[config.mk]
export PLATFORM = sky130hd
export DESIGN_NAME = pc_ifid_stage
export DESIGN_NICKNAME = d
export VERILOG_FILES = /design/src/rtl/pc_ifid_stage_pkg.sv /design/src/rtl/pc_ifid_stage_ifid_reg.sv /design/src/rtl/pc_ifid_stage.sv
export SDC_FILE = /design/constraint.sdc
export NUM_CORES = 1
export LEC_CHECK = 0
export CAP_MARGIN = 20
export CORE_MARGIN = 2
export CORE_UTILIZATION = 40
export CTS_CLUSTER_DIAMETER = 80
export DETAILED_ROUTE_END_ITERATION = 16
export GPL_TIMING_DRIVEN = 0
export PLACE_DENSITY_LB_ADDON = 0.05
export SYNTH_ARGS = -nofsm -noshare
export SYNTH_HDL_FRONTEND = slang
export SYNTH_SLANG_ARGS = --single-unit
[constraint.sdc]
create_clock -name clk -period 4.78 [get_ports clk]
set_input_delay 0.956 -clock clk [delete_from_list [all_inputs] [get_ports clk]]
set_output_delay 0.956 -clock clk [all_outputs]
set_load 0.05 [all_outputs]
[src/rtl/pc_ifid_stage_pkg.sv]
// Shared definitions for the fetch stage: data width, reset/bubble
// constants, the fetch FSM state encoding and the PC alignment mask.
package pc_ifid_stage_pkg;

   localparam int unsigned XLEN = 32;

   localparam logic [XLEN-1:0] DEF_RESET_PC  = 32'h0000_0000;
   localparam logic [XLEN-1:0] DEF_NOP_INSTR = 32'h0000_0013;  // addi x0,x0,0

   // Clears the two low bits of a fetch address.
   localparam logic [XLEN-1:0] PC_ALIGN_MASK = ~XLEN'(3);

   // FETCH: request outstanding for pc. DISCARD: request outstanding for a
   // stale pc whose response must be dropped.
   typedef enum logic [0:0] {
      ST_FETCH   = 1'b0,
      ST_DISCARD = 1'b1
   } fetch_state_t;

endpackage

[src/rtl/pc_ifid_stage_ifid_reg.sv]
// IF/ID pipeline register.
// Ports: clk, rst (async active-high); load captures {pc_d, instr_d} as a
// valid instruction; bubble writes NOP_INSTR with valid=0 and keeps ifid_pc;
// neither holds. bubble has priority over load.
module pc_ifid_stage_ifid_reg
   import pc_ifid_stage_pkg::*;
#(
   parameter logic [XLEN-1:0] NOP_INSTR = DEF_NOP_INSTR
) (
   input  logic            clk,
   input  logic            rst,
   input  logic            load,
   input  logic            bubble,
   input  logic [XLEN-1:0] pc_d,
   input  logic [XLEN-1:0] instr_d,
   output logic [XLEN-1:0] ifid_pc,
   output logic [XLEN-1:0] ifid_instr,
   output logic            ifid_valid
);

   always_ff @(posedge clk or posedge rst) begin
      if (rst) begin
         ifid_pc    <= '0;
         ifid_instr <= NOP_INSTR;
         ifid_valid <= 1'b0;
      end else if (bubble) begin
         ifid_instr <= NOP_INSTR;
         ifid_valid <= 1'b0;
      end else if (load) begin
         ifid_pc    <= pc_d;
         ifid_instr <= instr_d;
         ifid_valid <= 1'b1;
      end
   end

endmodule

[src/rtl/pc_ifid_stage.sv]
// Fetch stage: holds the architectural PC, issues the instruction-memory
// request from it and fills the IF/ID register. A redirect that arrives
// while a fetch is still outstanding parks the target in redir_pc and drops
// the stale response when it finally returns (DISCARD state).
// Ports: clk, rst (async active-high); npc_in/flush/stall from next-PC logic
// and hazard unit; imem_rdata/imem_ready from instruction memory;
// imem_addr/imem_req to memory; pc_out back to next-PC logic;
// ifid_pc/ifid_instr/ifid_valid to decode; fetch_busy to hazard unit.
module pc_ifid_stage
   import pc_ifid_stage_pkg::*;
#(
   parameter logic [XLEN-1:0] RESET_PC  = DEF_RESET_PC,
   parameter logic [XLEN-1:0] NOP_INSTR = DEF_NOP_INSTR
) (
   input  logic            clk,
   input  logic            rst,
   input  logic [XLEN-1:0] npc_in,
   input  logic            flush,
   input  logic            stall,
   input  logic [XLEN-1:0] imem_rdata,
   input  logic            imem_ready,
   output logic [XLEN-1:0] imem_addr,
   output logic            imem_req,
   output logic [XLEN-1:0] pc_out,
   output logic [XLEN-1:0] ifid_pc,
   output logic [XLEN-1:0] ifid_instr,
   output logic            ifid_valid,
   output logic            fetch_busy
);

   fetch_state_t    state_q, state_nx;
   logic [XLEN-1:0] pc_q, pc_nx;
   logic [XLEN-1:0] redir_q, redir_nx;
   logic [XLEN-1:0] target;
   logic            ifid_load, ifid_bubble;

   assign target = npc_in & PC_ALIGN_MASK;

   // State, PC and parked redirect target.
   always_ff @(posedge clk or posedge rst) begin
      if (rst) begin
         state_q <= ST_FETCH;
         pc_q    <= RESET_PC;
         redir_q <= '0;
      end else begin
         state_q <= state_nx;
         pc_q    <= pc_nx;
         redir_q <= redir_nx;
      end
   end

   // Next state, next PC and IF/ID control; flush outranks stall.
   always_comb begin
      state_nx    = state_q;
      pc_nx       = pc_q;
      redir_nx    = redir_q;
      ifid_load   = 1'b0;
      ifid_bubble = 1'b0;
      unique case (state_q)
         ST_FETCH: begin
            if (flush) begin
               ifid_bubble = 1'b1;
               if (imem_ready) begin
                  pc_nx = target;
               end else begin
                  // Keep imem_addr stable until the stale response returns.
                  redir_nx = target;
                  state_nx = ST_DISCARD;
               end
            end else if (imem_ready && !stall) begin
               ifid_load = 1'b1;
               pc_nx     = target;
            end else if (!imem_ready && !stall) begin
               ifid_bubble = 1'b1;
            end
         end
         ST_DISCARD: begin
            ifid_bubble = 1'b1;
            if (flush) begin
               redir_nx = target;
            end
            if (imem_ready) begin
               pc_nx    = flush ? target : redir_q;
               state_nx = ST_FETCH;
            end
         end
         default: begin
            state_nx = ST_FETCH;
         end
      endcase
   end

   assign imem_addr  = pc_q;
   assign pc_out     = pc_q;
   assign imem_req   = ~rst;
   assign fetch_busy = (state_q == ST_DISCARD) | ((state_q == ST_FETCH) & ~imem_ready);

   pc_ifid_stage_ifid_reg #(
      .NOP_INSTR (NOP_INSTR)
   ) u_ifid_reg (
      .clk        (clk),
      .rst        (rst),
      .load       (ifid_load),
      .bubble     (ifid_bubble),
      .pc_d       (pc_q),
      .instr_d    (imem_rdata),
      .ifid_pc    (ifid_pc),
      .ifid_instr (ifid_instr),
      .ifid_valid (ifid_valid)
   );

endmodule

==> metrics.csv <==
metric,value,unit
status,"finished, final reports clean",
grt_first_pass_wirelength,21610,um
post_cts_resized,0,
p_clk_share,31.9,%
rsz0062_at_grt,no,
antenna_cells,0,
synth_flop_cell,dfrtp_1,
hp-class,flip-flop to flip-flop,
hold_viol,0,
cts_tree,yes,
p_seq_share,35.2,%
vdd_drop_max,0.2135,mV
setup.worst_path.class,input pin to output pin,
place_hpwl,9298,um
p_switching,1.328,mW
htreeDepth,4,
grt_usage,19.35,%
setup-violations-final,0,
async_reset_ff_share,100.0,%
switching_share,34.18,%
critPathBufInv,4,
routed_via_density,4.849,
utilization,62.00,%
cts_made_buffers,17,
fin_skew,0.008522,ns
final.setup.tns,0,ns
crit_fanout,38,
wirelength,13050,um
globalplace.congestion,0.7208,
cpPeakStageDelay,0.72,ns
initial_core_util,40.66,%
yosysMostFrequentCell,dfrtp_1,
p_int,2.557,mW
vias,3874,
r2r_end,u_ifid_reg.ifid_pc[20]$_DFFE_PP0P_,
pwr-share-comb,32.9,%
place_area,7616,um^2
syn_area_per_cell,13.61,um^2
placedCellCount,769,
crit_family,buffers and inverters,
die_h,119.8,um
ys_warn_count,0,
layoutNonFillerInstCount,799,
timing.rr.start,state_q$_DFF_PP0_,
synth_cell_types,25,
final_nets,681,
hold_path_startpoint,u_ifid_reg.ifid_pc[5]$_DFFE_PP0P_,
p_leak,3.608,nW
synthesis.nets,463,
ctsHoldBuffers,0,
rows,42,
power,3.885,mW
wl_per_cell,16.33,um
fin_area,8178,um^2
ant_nets,0,
dr.pass1.iters,4,
cp_slowest_cell,clkdlybuf4s50_1,
area_growth,52.50,%
drv_cap,0,
rrSetupSlack,2.74,ns
drc_errors,0,
reg2reg_depth,3,
arrival,3.38,ns
slew_headroom,41.09,%
report.final.slew_viol_count,0,
crit_required,3.82,ns
setup.worst_path.start,rst,
synth-edff-count,0,
grt_max_degree,44,
syn_inst,394,
yosys.area.top_type_share,59.26,%
dieArea,14350,um^2
worstSetupEndpointType,output pin,
tightest_slew,0.8819,ns
ios,200,
synth_top_cell_by_area,dfrtp_1,
cts_max_path_buffers,2,
cts_sinks,130,
hold_end,u_ifid_reg.ifid_pc[5]$_DFFE_PP0P_,
antenna_found_initial,0,
clk_pin_slew,0.05,ns
clockRootBuffer,clkbuf_16,
ys_top_cells_by_area,"dfrtp_1, mux2_2, a21oi_1",
crit_chain,"clkdlybuf4s50_1, clkinvlp_4, buf_12, clkdlybuf4s50_1",
whs_path_depth,1,
coreArea,13190,um^2
cellPowerDensity,475.1,nW/um^2
drt_iter0_markers,136,
cts_setup_buffers,0,
fmax,230.6,MHz
fp.dieW,119.8,um
crit_path_start_kind,input pin,
netlist_area,5363,um^2
overflow,0,
synth_commonest_cells,"dfrtp_1, a21oi_1, mux2_2",
fin_crit,4.337,ns
grt_pass1_vias,4202,
synth-seq-area-share,60.73,%
drive_gt1_share,21.83,%
cpMostUsedCell,clkdlybuf4s50_1,
ys_ff_latch,130,
period_share,90.73,%
worstSkewPairLatency,0.40,ns
placement.io_buffers,196,
sequential cells by signal (all words and copies together) (netlist names):
register               count
u_ifid_reg.ifid_pc        32
u_ifid_reg.ifid_valid      1
redir_q                   32
imem_addr                 32
state_q                    1
u_ifid_reg.ifid_instr     32
cells by family after synthesis:
logic type / synth area share [%]
AOI/OAI and AO/OA: 11.15
and+or+nand+nor: 2.030
DFF: 60.73
buffers and inverters: 7.466
muxes: 18.62
routing by layer:
metal	up-vias	track usage [%]	share of wire [%]
li1	1814	-	-
met1	1918	25.31	44
met2	134	30.93	48
met3	8	6.511	6.8
met4	0	5.294	0.92
met5	-	0	0
cell usage in the layout (no fill, tap or decap), types with 3 or more instances in the layout:
cell type | netlist | final
and2_1 | 3 | 3
buf_6 | 4 | 4
clkdlybuf4s50_1 | 0 | 196
clkinv_2 | 0 | 4
dfrtp_1 | 127 | 127
a22o_1 | 29 | 29
mux2_2 | 54 | 54
a21oi_1 | 60 | 60
clkbuf_16 | 0 | 17
dfstp_2 | 3 | 3
o22a_1 | 3 | 3
clkbuf_8 | 0 | 3
clkbuf_1 | 12 | 16
buf_2 | 11 | 11
mux2_1 | 8 | 8
mux2i_1 | 30 | 30
buf_4 | 32 | 32
how the worst max path moves through the flow:
stage | depth (start not counted) | slack, ns | end
floorplan | 1 | 1.12 | imem_req
global placement | 3 | -1.18 | imem_req
detailed placement | 4 | 0.37 | imem_req
CTS | 4 | 0.36 | imem_req
global route | 4 | 0.21 | imem_req
finish | 4 | 0.44 | imem_req
through the flow:
step                worst slack (ns)  hold WS (ns)
finish                        0.4433        0.4804
global route                  0.2103        0.5016
CTS                           0.3632        0.4869
detailed placement            0.3668        0.4730
global placement              -1.182        0.4597
floorplan                      1.120        0.4538
final cells by class:
type / count / area, um^2
clock buffers: 24 / 481.7
clock inverters: 6 / 80.08
repair buffers: 199 / 2029
well taps: 176 / 220.2
fillers: 1082 / 5012
multi-input cells: 201 / 1705
plain buffers: 60 / 389.1
flip-flops and latches: 130 / 3257
inverters: 3 / 15.01
power groups by stage:
stage               sequential [mW]  combinational [mW]  clock, mW
finish                         1.37                1.28       1.24
global route                   1.39                1.34       1.32
CTS                            1.37                1.29       1.26
floorplan                      1.81               0.405          0
detailed placement             1.39                1.29          0
global placement               1.38                1.27          0
(Power assumes the default switching activity.)
